## src/rtl/mfp_seven_segment_scan_controller_pkg.sv

```systemverilog
// Shared configuration for the seven-segment scan controller.
// Holds the default geometry (N_DIGITS, SCAN_DIV), the FSM state encoding
// and the blank segment pattern, so the top and the bench agree on them.
// No ports.
package mfp_seven_segment_scan_controller_pkg;

  localparam int DEF_N_DIGITS = 8;
  localparam int DEF_SCAN_DIV = 50000;

  // All state encodings live here so a waveform viewer and any future
  // block reading the state agree on the numbering.
  typedef enum logic [1:0] {
    ST_DISABLED = 2'd0,
    ST_GUARD    = 2'd1,
    ST_DRIVE    = 2'd2,
    ST_DARK     = 2'd3
  } scan_state_t;

  // Active-low segments: all ones is every segment dark.
  localparam logic [6:0] SEG_OFF = 7'h7F;

endpackage

```

## src/rtl/mfp_single_digit_seven_segment_display.sv

```systemverilog
// Hex nibble to seven-segment decoder, active-low outputs.
// Ports:
//   i_nibble  in  4  value 0..F
//   o_seg     out 7  {g,f,e,d,c,b,a}, 0 = segment lit
module mfp_single_digit_seven_segment_display (
  input  logic [3:0] i_nibble,
  output logic [6:0] o_seg
);

  always_comb begin
    o_seg = 7'h7F;
    case (i_nibble)
      4'h0: o_seg = 7'h40;
      4'h1: o_seg = 7'h79;
      4'h2: o_seg = 7'h24;
      4'h3: o_seg = 7'h30;
      4'h4: o_seg = 7'h19;
      4'h5: o_seg = 7'h12;
      4'h6: o_seg = 7'h02;
      4'h7: o_seg = 7'h78;
      4'h8: o_seg = 7'h00;
      4'h9: o_seg = 7'h10;
      4'hA: o_seg = 7'h08;
      4'hB: o_seg = 7'h03;
      4'hC: o_seg = 7'h46;
      4'hD: o_seg = 7'h21;
      4'hE: o_seg = 7'h06;
      4'hF: o_seg = 7'h0E;
      default: o_seg = 7'h7F;
    endcase
  end

endmodule

```

## src/rtl/mfp_seven_segment_scan_controller.sv

```systemverilog
// Multiplexed seven-segment scan controller with per-digit blanking,
// decimal points and 8-level PWM brightness.
// Each digit slot is SCAN_DIV cycles split into 8 sub-phases; sub-phase 0
// is a dead-time guard, sub-phases 1..brightness drive the digit.
// Ports:
//   i_clk         in  1            clock, rising edge
//   i_rst         in  1            asynchronous active-high reset
//   i_enable      in  1            scanning on when 1
//   i_hex_value   in  4*N_DIGITS   nibble i shown on digit i
//   i_digit_en    in  N_DIGITS     0 blanks that digit
//   i_dot         in  N_DIGITS     decimal point request per digit
//   i_brightness  in  3            duty level, 0 dark .. 7 = 7/8
//   o_anode       out N_DIGITS     active-low digit select
//   o_seg         out 7            active-low segments {g..a}
//   o_dp          out 1            active-low decimal point
//   o_frame_done  out 1            one-cycle pulse after the last slot
module mfp_seven_segment_scan_controller
  import mfp_seven_segment_scan_controller_pkg::*;
#(
  parameter int N_DIGITS = DEF_N_DIGITS,
  parameter int SCAN_DIV = DEF_SCAN_DIV
) (
  input  logic                    i_clk,
  input  logic                    i_rst,
  input  logic                    i_enable,
  input  logic [4*N_DIGITS-1:0]   i_hex_value,
  input  logic [N_DIGITS-1:0]     i_digit_en,
  input  logic [N_DIGITS-1:0]     i_dot,
  input  logic [2:0]              i_brightness,
  output logic [N_DIGITS-1:0]     o_anode,
  output logic [6:0]              o_seg,
  output logic                    o_dp,
  output logic                    o_frame_done
);

  localparam int PRE_W = $clog2(SCAN_DIV / 8);
  localparam int IDX_W = $clog2(N_DIGITS);
  localparam logic [PRE_W-1:0] PRE_LAST = PRE_W'(SCAN_DIV / 8 - 1);
  localparam logic [IDX_W-1:0] IDX_LAST = IDX_W'(N_DIGITS - 1);

  scan_state_t           r_state;
  logic [PRE_W-1:0]      r_pre;
  logic [2:0]            r_sub;
  logic [IDX_W-1:0]      r_idx;

  logic [4*N_DIGITS-1:0] r_sh_hex;
  logic [N_DIGITS-1:0]   r_sh_en;
  logic [N_DIGITS-1:0]   r_sh_dot;
  logic [2:0]            r_sh_bright;

  logic [N_DIGITS-1:0]   r_anode;
  logic [6:0]            r_seg;
  logic                  r_dp;
  logic                  r_frame_done;

  logic                  w_pre_wrap;
  logic                  w_sub_wrap;
  logic                  w_idx_wrap;
  logic                  w_capture;
  logic [N_DIGITS-1:0]   w_sel;
  logic [3:0]            w_nibble;
  logic [6:0]            w_dec_seg;

  assign w_pre_wrap = (r_pre == PRE_LAST);
  assign w_sub_wrap = w_pre_wrap && (r_sub == 3'd7);
  assign w_idx_wrap = w_sub_wrap && (r_idx == IDX_LAST);

  // Shadows load on the edge that starts a frame: leaving DISABLED, or the
  // last cycle of the last slot while still enabled.
  assign w_capture = i_enable && ((r_state == ST_DISABLED) || w_idx_wrap);

  assign w_sel    = N_DIGITS'(1) << r_idx;
  assign w_nibble = r_sh_hex[r_idx*4 +: 4];

  mfp_single_digit_seven_segment_display u_dec (
    .i_nibble (w_nibble),
    .o_seg    (w_dec_seg)
  );

  always_ff @(posedge i_clk or posedge i_rst) begin
    if (i_rst) begin
      r_state      <= ST_DISABLED;
      r_pre        <= '0;
      r_sub        <= '0;
      r_idx        <= '0;
      r_sh_hex     <= '0;
      r_sh_en      <= '0;
      r_sh_dot     <= '0;
      r_sh_bright  <= '0;
      r_anode      <= '1;
      r_seg        <= SEG_OFF;
      r_dp         <= 1'b1;
      r_frame_done <= 1'b0;
    end else begin
      // Output stage: decoded from this cycle's state, visible next cycle.
      // Segments track the current digit even in GUARD, so digit-to-digit
      // segment changes always land while every anode is off.
      r_anode      <= (r_state == ST_DRIVE && r_sh_en[r_idx]) ? ~w_sel : '1;
      r_seg        <= (r_state == ST_DISABLED) ? SEG_OFF : w_dec_seg;
      r_dp         <= !(r_state == ST_DRIVE && r_sh_dot[r_idx]);
      r_frame_done <= (r_state != ST_DISABLED) && i_enable && w_idx_wrap;

      if (w_capture) begin
        r_sh_hex    <= i_hex_value;
        r_sh_en     <= i_digit_en;
        r_sh_dot    <= i_dot;
        r_sh_bright <= i_brightness;
      end

      if (!i_enable) begin
        r_state <= ST_DISABLED;
        r_pre   <= '0;
        r_sub   <= '0;
        r_idx   <= '0;
      end else if (r_state == ST_DISABLED) begin
        r_state <= ST_GUARD;
      end else begin
        r_pre <= w_pre_wrap ? '0 : r_pre + 1'b1;
        if (w_pre_wrap) begin
          r_sub <= r_sub + 3'd1;
          if (r_sub == 3'd7) begin
            r_idx   <= (r_idx == IDX_LAST) ? '0 : r_idx + 1'b1;
            r_state <= ST_GUARD;
          end else if (r_sub == 3'd0) begin
            r_state <= (r_sh_bright != 3'd0) ? ST_DRIVE : ST_DARK;
          end else if (r_state == ST_DRIVE && r_sub >= r_sh_bright) begin
            // next sub-phase exceeds the duty level
            r_state <= ST_DARK;
          end
        end
      end
    end
  end

  assign o_anode      = r_anode;
  assign o_seg        = r_seg;
  assign o_dp         = r_dp;
  assign o_frame_done = r_frame_done;

endmodule
```

## config.mk

```make
export PLATFORM = sky130hd
export DESIGN_NAME = mfp_seven_segment_scan_controller
export DESIGN_NICKNAME = d
export VERILOG_FILES = /design/src/rtl/mfp_seven_segment_scan_controller_pkg.sv /design/src/rtl/mfp_single_digit_seven_segment_display.sv /design/src/rtl/mfp_seven_segment_scan_controller.sv
export SDC_FILE = /design/constraint.sdc
export NUM_CORES = 1
export LEC_CHECK = 0
export CAP_MARGIN = 30
export CORE_AREA = 4 4 114 116
export CTS_CLUSTER_DIAMETER = 60
export DETAILED_ROUTE_END_ITERATION = 8
export DIE_AREA = 0 0 118 120
export MAX_ROUTING_LAYER = met4
export RECOVER_POWER = 25
export SLEW_MARGIN = 20
export SYNTH_ARGS = -nofsm -noshare
export SYNTH_HDL_FRONTEND = slang
export SYNTH_HIERARCHICAL = 1
export SYNTH_SLANG_ARGS = --single-unit
```

## constraint.sdc

```tcl
create_clock -name i_clk -period 2.87 [get_ports i_clk]
set_input_delay 0.4305 -clock i_clk [delete_from_list [all_inputs] [get_ports i_clk]]
set_output_delay 0.4305 -clock i_clk [all_outputs]
set_load 0.01 [all_outputs]
```

==> impl_metrics.ini <==
[critical_path]
cp_cell_sequence = mux4_2 > nand2_1 > nand2_1 > inv_1 > ha_1 > and2b_2 > or3b_1 > o21ai_0 > nand2b_1
cp_num_buf_inv = 1
cpMostUsedCell = nand2_1
crit_family = simple AND/OR/NAND/NOR gates
cp.required_ns = 3.15
path_class = flop to flop
endpoint_kind = flop
critPathLaunchType = flop
cp_max_fo = 5
slowest_stage = mux4_2
crit_arrival_ns = 2.64
cpPeakStageDelay_ns = 0.53

[synthesis]
yosysTopAreaCell = dfrtp_1
synthArstFlopShare = 1.00
syn-cell-area_sq_um = 4740
ys_ff_latch = 89
avgSynthCellArea_sq_um = 12.9
syn-num-nets = 442
synth_common_cells = dfrtp_1, mux2_4, nand2_1, ha_1, dfstp_2
yosysWarnings = 6
syn_inst = 367
synth-seq-area-share = 0.474
synthTopCellsByArea = dfrtp_1, mux2_4, dfstp_2
synth_most_common_cell = dfrtp_1
ys.flop_type = dfrtp_1
synth_top_area_share = 0.385
synth_cell_types = 54
synth-edff-count = 0

[floorplan]
core_area_sq_um = 11900
pin_count = 71
initial_utilization = 0.398
die_y_microns = 120
dieArea_sq_um = 14200
std_cell_rows = 40
dieWidth_microns = 118

[sta]
fin_crit_ns = 2.36
fin_setup_tns_ns = 0
max-slew-margin-rel = 0.00517
rsz0062_at_grt = false
slew_violations = 0
finalSetupViolations = 0
fin_crit_sh = 0.821
hold_viol = 0
worstMarginPinSlew_ns = 1.48
timing.fmax_mhz = 424
fin_skew_ns = 0.00639

[layout]
layout.nets = 517
layout-area-overhead-vs-synth_pct = 24.3
fill_cells = 1027
drive_gt1_frac = 0.260
insertedDiodeCount = 0
layoutNonFillerInstCount = 594

[pwr]
cellPowerDensity_nw_per_um2 = 709
p_leak_uw = 0.00261
irDropWorstVdd_v = 0.000346

[detailed_routing]
drt-vias-per-instance = 5.09
dr.pass1.iters = 4
totalWireLength_mm = 9.34
wire_per_inst_microns = 15.7
post-route-drc-count = 0
drt_iter0_drc = 86
via_count = 3026
postRouteAntennaNets = 0

[min_path]
hold_path_class = flop to flop

[clock_tree]
clock-sinks = 89
tritoncts = yes
root_buffer = clkbuf_16
insertion_delay_ns = 0.34
path_clk_slew_ns = 0.07
cts_buffers = 9
cts_resized = 0
clockBufferDepth = 2
ctsHoldBuffers = 0
cts_setup_buffers = 0
cts_max_level = 3

[outcome]
status = complete, but fails checks
failed_checks = capacitance limit

[global_route]
grt_pass1_vias = 3049
grt_max_degree = 39
antenna_found_initial = 0
grt_pass1_wl_mm = 15.6
gr-total-overflow = 0
track_usage = 0.142

[place]
placed_cells = 578
gp_congestion = 0.814
port_buffers = 70
dp_hpwl_mm = 6.94

[job]
cap_violations = 1
registers in the layout, indices dropped and copies added (netlist names):
register      count
o_anode           8
o_dp              1
o_frame_done      1
o_seg             7
r_idx             3
r_pre            13
r_sh_bright       3
r_sh_dot          8
r_sh_en           8
r_sh_hex         32
r_state           2
r_sub             3
path summary, 6_finish.rpt:
path / from / endpoint / slack, ns / cells after the start
worst max-delay path: r_idx[0]$_DFFE_PP0P_ / o_seg[0]$_DFF_PP1_ / 0.51 / 9
worst min-delay path: r_sh_en[2]$_DFFE_PP0P_ / r_sh_en[2]$_DFFE_PP0P_ / 0.51 / 1
worst max register to register: r_idx[0]$_DFFE_PP0P_ / o_seg[0]$_DFF_PP1_ / 0.51 / 9
worst min register to register: r_sh_en[2]$_DFFE_PP0P_ / r_sh_en[2]$_DFFE_PP0P_ / 0.51 / 1
max in group asynchronous: i_rst / o_dp$_DFF_PP1_ / 1.03 / 3
min in group asynchronous: i_rst / r_pre[2]$_DFFE_PP0P_ / 0.89 / 2
where the power goes:
part           internal [uW]  leakage, uW  total [uW]  switching (uW)
registers               1560      0.00107        1740             182
clock network            798     0.000164        1310             512
logic                    710      0.00137        1130             422
total                   3070      0.00261        4180            1120
metrics by stage:
stage           util  instance area [sq um]  setup WS (ns)  hold slack, ns  power, uW
2_1_floorplan      -                   4740          0.108           0.475       2610
3_3_place_gp   0.467                   5560          0.582           0.493       2880
3_5_place_dp   0.467                   5560          0.495           0.497       2910
4_1_cts        0.495                   5890          0.481           0.482       4230
5_1_grt        0.495                   5890          0.309           0.523       4410
6_report       0.495                   5890          0.514           0.509       4180
per-layer routing:
layer / vias to the layer above / global-route usage / wire (microns)
li1: 1456 / - / -
met1: 1482 / 0.188 / 4510
met2: 76 / 0.215 / 4340
met3: 12 / 0.0306 / 317
met4: 0 / 0.0586 / 181
met5: - / - / 0
kinds of logic after synthesis:
| logic type | Yosys count | synth area share |
|---|---|---|
| compound gates | 45 | 0.0620 |
| fa+ha+maj | 21 | 0.0554 |
| buf+inv | 33 | 0.0494 |
| simple gates | 105 | 0.115 |
| mux | 71 | 0.238 |
| xor+xnor | 3 | 0.00554 |
| flops | 89 | 0.474 |
cells in the final DEF (no fill, tap or decap), types with 10 or more instances in the layout:
cell type | Yosys | layout
nand3_1 | 10 | 10
ha_1 | 21 | 21
clkdlybuf4s50_1 | 0 | 69
dfstp_2 | 16 | 16
nor2_1 | 15 | 15
dfrtp_1 | 73 | 73
mux2_4 | 50 | 50
nand2_1 | 43 | 43
o21ai_0 | 13 | 13
inv_1 | 15 | 14
mux4_2 | 12 | 12
final cells by class:
| cell class | instances | area (sq um) | share of cell area |
|---|---|---|---|
| Multi-Input combinational cell | 245 | 2260 | 0.383 |
| Timing Repair Buffer | 81 | 808 | 0.137 |
| Clock inverter | 6 | 95.1 | 0.0161 |
| Sequential cell | 89 | 2250 | 0.381 |
| Clock buffer | 10 | 239 | 0.0405 |
| Tap cell | 147 | 184 | 0.0312 |
| Inverter | 16 | 61.3 | 0.0104 |
(Power assumes the default switching activity.)
